===== src/rtl/trans_pkg.sv =====
// Shared constants and FSM encoding for the transaction-layer egress reader.
package trans_pkg;

    localparam int unsigned DEF_DATA_SIZE = 12;
    localparam int unsigned DEF_IDX_SIZE  = 3;
    localparam int unsigned DEF_CNT_SIZE  = 6;
    localparam int unsigned NUM_CH        = 4;
    // Counter-select index that returns the all-channel total.
    localparam int unsigned IDX_TOTAL     = 4;

    typedef enum logic [1:0] {
        ST_RESET   = 2'd0,
        ST_IDLE    = 2'd1,
        ST_POP     = 2'd2,
        ST_CAPTURE = 2'd3
    } state_t;

endpackage


===== src/rtl/trans_reader_if.sv =====
// FIFO pop/valid side, merged output stream and counter-read port of trans_reader.
interface trans_reader_if #(
    parameter int unsigned DATA_SIZE = trans_pkg::DEF_DATA_SIZE,
    parameter int unsigned IDX_SIZE  = trans_pkg::DEF_IDX_SIZE,
    parameter int unsigned CNT_SIZE  = trans_pkg::DEF_CNT_SIZE
) ();

    logic                 init;
    logic                 fifo_empty0, fifo_empty1, fifo_empty2, fifo_empty3;
    logic [DATA_SIZE-1:0] data_in0, data_in1, data_in2, data_in3;
    logic                 valid_in0, valid_in1, valid_in2, valid_in3;
    logic                 pop0, pop1, pop2, pop3;
    logic [DATA_SIZE-1:0] data_out;
    logic [1:0]           chan_out;
    logic                 valid_out;
    logic                 sink_ready;
    logic                 req;
    logic [IDX_SIZE-1:0]  idx;
    logic [CNT_SIZE-1:0]  cnt_out;
    logic                 cnt_valid;
    logic                 err;

    modport master (
        input  init,
        input  fifo_empty0, fifo_empty1, fifo_empty2, fifo_empty3,
        input  data_in0, data_in1, data_in2, data_in3,
        input  valid_in0, valid_in1, valid_in2, valid_in3,
        input  sink_ready, req, idx,
        output pop0, pop1, pop2, pop3,
        output data_out, chan_out, valid_out,
        output cnt_out, cnt_valid, err
    );

    modport slave (
        output init,
        output fifo_empty0, fifo_empty1, fifo_empty2, fifo_empty3,
        output data_in0, data_in1, data_in2, data_in3,
        output valid_in0, valid_in1, valid_in2, valid_in3,
        output sink_ready, req, idx,
        input  pop0, pop1, pop2, pop3,
        input  data_out, chan_out, valid_out,
        input  cnt_out, cnt_valid, err
    );

endinterface


===== src/rtl/rr_select.sv =====
// Combinational 4-way round-robin picker: first requester after 'last', modulo 4.
module rr_select (
    input  logic [3:0] req,
    input  logic [1:0] last,
    output logic [1:0] grant,
    output logic       any
);

    logic [1:0] cand;

    // Walk offsets from farthest to nearest so the nearest requester wins.
    always_comb begin
        grant = last;
        cand  = last;
        for (int i = 4; i >= 1; i--) begin
            cand = last + 2'(i);
            if (req[cand]) grant = cand;
        end
    end

    assign any = |req;

endmodule


===== src/rtl/trans_reader.sv =====
// Round-robin drain of four destination FIFOs into one channel-tagged valid/ready
// stream, with per-channel and total delivered-word counters.
module trans_reader
    import trans_pkg::*;
#(
    parameter int unsigned DATA_SIZE = DEF_DATA_SIZE,
    parameter int unsigned IDX_SIZE  = DEF_IDX_SIZE,
    parameter int unsigned CNT_SIZE  = DEF_CNT_SIZE
) (
    input logic            clk,
    input logic            reset_L,
    trans_reader_if.master bus
);

    logic [NUM_CH-1:0]    nonempty;
    logic [NUM_CH-1:0]    vin;
    logic [DATA_SIZE-1:0] din [NUM_CH];

    assign nonempty = ~{bus.fifo_empty3, bus.fifo_empty2, bus.fifo_empty1, bus.fifo_empty0};
    assign vin      = {bus.valid_in3, bus.valid_in2, bus.valid_in1, bus.valid_in0};
    assign din[0]   = bus.data_in0;
    assign din[1]   = bus.data_in1;
    assign din[2]   = bus.data_in2;
    assign din[3]   = bus.data_in3;

    state_t               state, state_nx;
    logic [1:0]           rr_last, rr_last_nx;
    logic [1:0]           sel, sel_nx;
    logic [NUM_CH-1:0]    pop, pop_nx;
    logic                 valid_q, valid_nx;
    logic [DATA_SIZE-1:0] data_q, data_nx;
    logic [1:0]           chan_q, chan_nx;
    logic                 err_q, err_nx;
    logic [CNT_SIZE-1:0]  cnt_out_q, cnt_out_nx;
    logic                 cnt_valid_q, cnt_valid_nx;
    logic [CNT_SIZE-1:0]  cnt [NUM_CH];
    logic [CNT_SIZE-1:0]  total;
    logic [1:0]           grant;
    logic                 any;
    logic                 handshake;

    assign handshake = valid_q && bus.sink_ready;

    rr_select u_rr (
        .req   (nonempty),
        .last  (rr_last),
        .grant (grant),
        .any   (any)
    );

    // Next-state and next-output logic.
    always_comb begin
        state_nx     = state;
        rr_last_nx   = rr_last;
        sel_nx       = sel;
        pop_nx       = '0;
        valid_nx     = valid_q && !bus.sink_ready;
        data_nx      = data_q;
        chan_nx      = chan_q;
        err_nx       = err_q;
        cnt_out_nx   = cnt_out_q;
        cnt_valid_nx = 1'b0;

        case (state)
            ST_RESET: begin
                if (bus.init) state_nx = ST_IDLE;
            end
            ST_IDLE: begin
                // A slot being accepted this edge counts as free.
                if (any && (!valid_q || bus.sink_ready)) begin
                    pop_nx[grant] = 1'b1;
                    sel_nx        = grant;
                    rr_last_nx    = grant;
                    state_nx      = ST_POP;
                end
            end
            ST_POP: begin
                state_nx = ST_CAPTURE;
            end
            ST_CAPTURE: begin
                state_nx = ST_IDLE;
                if (vin[sel]) begin
                    data_nx  = din[sel];
                    chan_nx  = sel;
                    valid_nx = 1'b1;
                end else begin
                    err_nx = 1'b1;
                end
            end
            default: state_nx = ST_RESET;
        endcase

        if (state != ST_RESET && bus.req) begin
            if (bus.idx < IDX_SIZE'(IDX_TOTAL)) begin
                cnt_out_nx   = cnt[bus.idx[1:0]];
                cnt_valid_nx = 1'b1;
            end else if (bus.idx == IDX_SIZE'(IDX_TOTAL)) begin
                cnt_out_nx   = total;
                cnt_valid_nx = 1'b1;
            end else begin
                cnt_out_nx = '0;
            end
        end
    end

    always_ff @(posedge clk or negedge reset_L) begin
        if (!reset_L) begin
            state       <= ST_RESET;
            rr_last     <= 2'd3;
            sel         <= 2'd0;
            pop         <= '0;
            valid_q     <= 1'b0;
            data_q      <= '0;
            chan_q      <= 2'd0;
            err_q       <= 1'b0;
            cnt_out_q   <= '0;
            cnt_valid_q <= 1'b0;
        end else begin
            state       <= state_nx;
            rr_last     <= rr_last_nx;
            sel         <= sel_nx;
            pop         <= pop_nx;
            valid_q     <= valid_nx;
            data_q      <= data_nx;
            chan_q      <= chan_nx;
            err_q       <= err_nx;
            cnt_out_q   <= cnt_out_nx;
            cnt_valid_q <= cnt_valid_nx;
        end
    end

    // Delivered-word counters advance on each accepted handshake; wrap silently.
    always_ff @(posedge clk or negedge reset_L) begin
        if (!reset_L) begin
            for (int k = 0; k < int'(NUM_CH); k++) cnt[k] <= '0;
            total <= '0;
        end else if (handshake) begin
            cnt[chan_q] <= cnt[chan_q] + CNT_SIZE'(1);
            total       <= total + CNT_SIZE'(1);
        end
    end

    assign bus.pop0      = pop[0];
    assign bus.pop1      = pop[1];
    assign bus.pop2      = pop[2];
    assign bus.pop3      = pop[3];
    assign bus.data_out  = data_q;
    assign bus.chan_out  = chan_q;
    assign bus.valid_out = valid_q;
    assign bus.cnt_out   = cnt_out_q;
    assign bus.cnt_valid = cnt_valid_q;
    assign bus.err       = err_q;

endmodule


===== src/flat_wrapper.sv =====
// flat-port wrapper written by rule: the top's interface ports become plain ports
module trans_reader_flat import trans_pkg::*;
#(
    parameter int unsigned DATA_SIZE = DEF_DATA_SIZE,
    parameter int unsigned IDX_SIZE  = DEF_IDX_SIZE,
    parameter int unsigned CNT_SIZE  = DEF_CNT_SIZE
)
  (clk, reset_L, bus_init, bus_fifo_empty0, bus_fifo_empty1, bus_fifo_empty2, bus_fifo_empty3, bus_data_in0, bus_data_in1, bus_data_in2, bus_data_in3, bus_valid_in0, bus_valid_in1, bus_valid_in2, bus_valid_in3, bus_sink_ready, bus_req, bus_idx, bus_pop0, bus_pop1, bus_pop2, bus_pop3, bus_data_out, bus_chan_out, bus_valid_out, bus_cnt_out, bus_cnt_valid, bus_err);
  trans_reader_if #(.DATA_SIZE(DATA_SIZE), .IDX_SIZE(IDX_SIZE), .CNT_SIZE(CNT_SIZE)) bus_i ();
  input logic clk;
  input logic reset_L;
  input wire logic [$bits(bus_i.init)-1:0] bus_init;
  input wire logic [$bits(bus_i.fifo_empty0)-1:0] bus_fifo_empty0;
  input wire logic [$bits(bus_i.fifo_empty1)-1:0] bus_fifo_empty1;
  input wire logic [$bits(bus_i.fifo_empty2)-1:0] bus_fifo_empty2;
  input wire logic [$bits(bus_i.fifo_empty3)-1:0] bus_fifo_empty3;
  input wire logic [$bits(bus_i.data_in0)-1:0] bus_data_in0;
  input wire logic [$bits(bus_i.data_in1)-1:0] bus_data_in1;
  input wire logic [$bits(bus_i.data_in2)-1:0] bus_data_in2;
  input wire logic [$bits(bus_i.data_in3)-1:0] bus_data_in3;
  input wire logic [$bits(bus_i.valid_in0)-1:0] bus_valid_in0;
  input wire logic [$bits(bus_i.valid_in1)-1:0] bus_valid_in1;
  input wire logic [$bits(bus_i.valid_in2)-1:0] bus_valid_in2;
  input wire logic [$bits(bus_i.valid_in3)-1:0] bus_valid_in3;
  input wire logic [$bits(bus_i.sink_ready)-1:0] bus_sink_ready;
  input wire logic [$bits(bus_i.req)-1:0] bus_req;
  input wire logic [$bits(bus_i.idx)-1:0] bus_idx;
  output wire logic [$bits(bus_i.pop0)-1:0] bus_pop0;
  output wire logic [$bits(bus_i.pop1)-1:0] bus_pop1;
  output wire logic [$bits(bus_i.pop2)-1:0] bus_pop2;
  output wire logic [$bits(bus_i.pop3)-1:0] bus_pop3;
  output wire logic [$bits(bus_i.data_out)-1:0] bus_data_out;
  output wire logic [$bits(bus_i.chan_out)-1:0] bus_chan_out;
  output wire logic [$bits(bus_i.valid_out)-1:0] bus_valid_out;
  output wire logic [$bits(bus_i.cnt_out)-1:0] bus_cnt_out;
  output wire logic [$bits(bus_i.cnt_valid)-1:0] bus_cnt_valid;
  output wire logic [$bits(bus_i.err)-1:0] bus_err;
  assign bus_i.init = bus_init;
  assign bus_i.fifo_empty0 = bus_fifo_empty0;
  assign bus_i.fifo_empty1 = bus_fifo_empty1;
  assign bus_i.fifo_empty2 = bus_fifo_empty2;
  assign bus_i.fifo_empty3 = bus_fifo_empty3;
  assign bus_i.data_in0 = bus_data_in0;
  assign bus_i.data_in1 = bus_data_in1;
  assign bus_i.data_in2 = bus_data_in2;
  assign bus_i.data_in3 = bus_data_in3;
  assign bus_i.valid_in0 = bus_valid_in0;
  assign bus_i.valid_in1 = bus_valid_in1;
  assign bus_i.valid_in2 = bus_valid_in2;
  assign bus_i.valid_in3 = bus_valid_in3;
  assign bus_i.sink_ready = bus_sink_ready;
  assign bus_i.req = bus_req;
  assign bus_i.idx = bus_idx;
  assign bus_pop0 = bus_i.pop0;
  assign bus_pop1 = bus_i.pop1;
  assign bus_pop2 = bus_i.pop2;
  assign bus_pop3 = bus_i.pop3;
  assign bus_data_out = bus_i.data_out;
  assign bus_chan_out = bus_i.chan_out;
  assign bus_valid_out = bus_i.valid_out;
  assign bus_cnt_out = bus_i.cnt_out;
  assign bus_cnt_valid = bus_i.cnt_valid;
  assign bus_err = bus_i.err;
  trans_reader #(.DATA_SIZE(DATA_SIZE), .IDX_SIZE(IDX_SIZE), .CNT_SIZE(CNT_SIZE)) u_core (.clk(clk), .reset_L(reset_L), .bus(bus_i));
endmodule

===== config.mk =====
export PLATFORM = sky130hd
export DESIGN_NAME = trans_reader_flat
export DESIGN_NICKNAME = d
export VERILOG_FILES = /design/src/rtl/trans_pkg.sv /design/src/rtl/trans_reader_if.sv /design/src/rtl/rr_select.sv /design/src/rtl/trans_reader.sv /design/src/flat_wrapper.sv
export SDC_FILE = /design/constraint.sdc
export NUM_CORES = 1
export LEC_CHECK = 0
export ABC_AREA = 1
export ABC_CLOCK_PERIOD_IN_PS = 1600
export BUFFER_PORTS_ARGS = -buffer_cell sky130_fd_sc_hd__buf_2
export CELL_PAD_IN_SITES_DETAIL_PLACEMENT = 0
export CELL_PAD_IN_SITES_GLOBAL_PLACEMENT = 1
export CORE_AREA = 8 8 130 132
export DETAILED_ROUTE_END_ITERATION = 12
export DIE_AREA = 0 0 138 140
export PLACE_DENSITY_LB_ADDON = 0.1
export SYNTH_ARGS = -nofsm -noshare
export SYNTH_HDL_FRONTEND = slang
export SYNTH_SLANG_ARGS = --single-unit

===== constraint.sdc =====
create_clock -name clk -period 1.6 [get_ports clk]
set_input_delay 0.16 -clock clk [delete_from_list [all_inputs] [get_ports clk]]
set_output_delay 0.16 -clock clk [all_outputs]
set_load 0.05 [all_outputs]

==> metrics.txt <==
DR iter-0 viols=157; CP Capture Type=flop; Root Buffer=clkbuf_16; Starting Density=24.4%; Post-Place Cells=793; # IOs=91; vias per cell=4.40; ratio of cells with drive above 1 in the final layout=36.5%; Hold WC Path Type=input port to flop; power per cell area=2080 nW/um2; final net count=700; WP data arrival=1.84 ns; Routed WL per cell=14.8 um; Routed WL=12200 um; # DRC=0; H-tree depth=3; FMAX=0.636 GHz; Final Slew Violations=0; Die Y-Extent=140 um; Finished Layout Cells=823; synth warn=0; # setup viols final=0; Crit path required time=1.87 ns; most used cell along the critical path=nand2_2; global-route wire length before repair=19700 um; area delta synth->final=41.9%; Max-Cap Viols=0; worst-skew pair later-pin latency=0.33 ns; Final Hold Vio Count=0; DR pass1 iterations=4; IO buf count=90; antenna violations before repair=0; ANT nets after route=0; Cell variety after synth=32; Syn Nets=574; Die Area=19300 um2; Die W=138 um; worst ir drop on vdd=0.648 mV; GR Util All Layers=12.7%; clk_skew=0.00376 ns; core area=14900 um2; via count=3622; RSZ-0062 raised after global routing=true; worst-path fanout max=8; Final period util=98.2%; largest net degree at the start of global routing=64; critical path's largest stage delay=0.64 ns; Yosys reg bits=63; register area share after synthesis=43.6%; detailed placement HPWL=8940 um; Synth Area per Inst=7.19 um2; min cycle time layout=1.57 ns; Ant. Diodes=0; Worst-Margin Slew=0.385 ns; critical path's top delay family=simple AND/OR/NAND/NOR gates; synthesized area=3620 um2; clock slew at reported path FFs=0.06 ns; grt total ovfl=0; status=complete, no violations; row cnt=45; final cell utilization of the core=34.6%; LEAKAGE=0.00258 uW; cells along the critical path=inv_4 > nand2_2 > nand2_2 > nand2_2 > nand2_2 > inv_2 > nand2_2 > nand2_2 > nand2_2 > nand2_2 > nand2_4 > nor2_4; post-synthesis cell count=504; Max clock buf depth=2; Setup TNS Final=0 ns; CTS tree=done; asr flop ratio synth=100%; Post-synth EDFFs=0; Worst path slowest cell=dfstp_2; hold_ws=0.0237 ns; headroom to the max-slew limit=74.3%; Buf+Inv Stages, Crit Path=2; clock sink count=63; ys flop type=dfrtp_1; Final GP Congestion=0.798; number of global-route vias before repair=3703; crit path kind=flop to flop; CP startpoint kind=flop; TritonCTS Buffers=9
## worst paths after layout
path | startpoint | end | slack [ns] | depth (start not counted)
hold / removal | bus_sink_ready | u_core.bus.valid_out | 0.02 | 2
hold reg to reg | u_core.bus.err | u_core.bus.err | 0.45 | 1
min in group asynchronous | reset_L | u_core.cnt[17] | 0.38 | 3
setup / recovery | u_core.rr_last[0] | u_core.pop[1] | 0.03 | 12
setup reg to reg | u_core.rr_last[0] | u_core.pop[1] | 0.03 | 12
max in group asynchronous | reset_L | u_core.rr_last[0] | 0.89 | 3
## state kept, by name, summed over array words and instances, names as in the netlist, 4 cells and up
name and flops:
u_core.total 6, u_core.pop 4, u_core.bus.cnt_out 6, u_core.bus.data_out 12, u_core.cnt 24
## routing by layer
metal	GRT usage, %	routed length (um)
met1	16.0	5730
met2	19.3	5370
met3	4.50	875
met4	4.98	190
met5	0	0
## metrics by stage
stage / instance area, um2 / power, uW / worst slack [ns]
final: 5140 / 10700 / 0.0284
after floorplan: 3640 / 6290 / 0.0365
after global routing: 5140 / 11600 / -0.0942
after CTS: 4830 / 10100 / 0.00635
after global placement: 4450 / 7730 / -0.00127
after detailed placement: 4450 / 7760 / -0.0256
## kinds of logic (layout without fill, tap and decap cells)
group / count (synthesis) / count (layout) / synth area share (%)
buffers and inverters: 57 / 188 / 6.84
multiplexers: 1 / 1 / 0.311
adder cells (fa/ha/maj): 6 / 6 / 2.07
AO/OA/AOI/OAI: 95 / 95 / 14.4
flip-flops: 63 / 63 / 43.6
XOR/XNOR: 6 / 6 / 1.45
AND/OR/NAND/NOR: 276 / 276 / 31.4
## synth_stat cells (2+ instances only)
cell type	instances	area (um2)
buf_2	3	15.0
dfrtp_1	61	1530
nor2_1	61	229
nand3_1	22	110
xnor2_1	3	26.3
a21oi_1	7	35.0
buf_6	4	45.0
nand3_2	3	30.0
a31oi_1	6	37.5
nand2_2	6	37.5
nand2_1	175	657
o22ai_1	15	93.8
inv_1	35	131
xor2_1	3	26.3
nand4_1	2	12.5
dfstp_2	2	52.6
o21ai_0	61	305
clkbuf_1	8	30.0
nand2_4	2	22.5
inv_2	5	18.8
nand3b_1	2	15.0
ha_1	6	75.1
o21ai_1	3	15.0
## repair_timing
| action | CTS | global route |
|---|---|---|
| buffers inserted | 2 | 10 |
| endpoints found under the setup margin | 4 | 24 |
| pin swaps | 0 | 33 |
| resized for setup | 0 | 85 |
| hold endpoints to repair | 62 | 0 |
| hold buffers | 2 | 0 |
## cells in the final DEF, fill, tap and decap left out, types with 5 or more instances in the layout
cell type | synthesis | routed
buf_4 | 0 | 35
dfrtp_1 | 61 | 58
nor2_2 | 1 | 7
inv_1 | 35 | 31
nand3_2 | 3 | 6
ha_1 | 6 | 5
a31oi_1 | 6 | 6
inv_2 | 5 | 5
o22ai_1 | 15 | 15
nand2_1 | 175 | 134
o21ai_1 | 3 | 5
buf_2 | 3 | 90
nand2_2 | 6 | 42
a21oi_1 | 7 | 7
nand3_1 | 22 | 18
nor2_1 | 61 | 53
o21ai_0 | 61 | 56
clkbuf_16 | 0 | 9
nand2_4 | 2 | 7
## power by group
part | total, uW | leakage, uW | switching, uW | internal [uW]
sequential | 2770 | 0.000791 | 529 | 2240
combinational | 5650 | 0.00162 | 3740 | 1910
clock | 2250 | 0.000169 | 720 | 1530
## final cells by class
type	instances	area, um2
Clock buffer	14	284
Clock inverter	2	60.1
Fill cell	1666	9720
Inverter	41	169
Multi-Input combinational cell	384	2020
Sequential cell	63	1580
Tap cell	188	235
Timing Repair Buffer	131	787
Note: power is estimated with default switching activity, not from simulation.
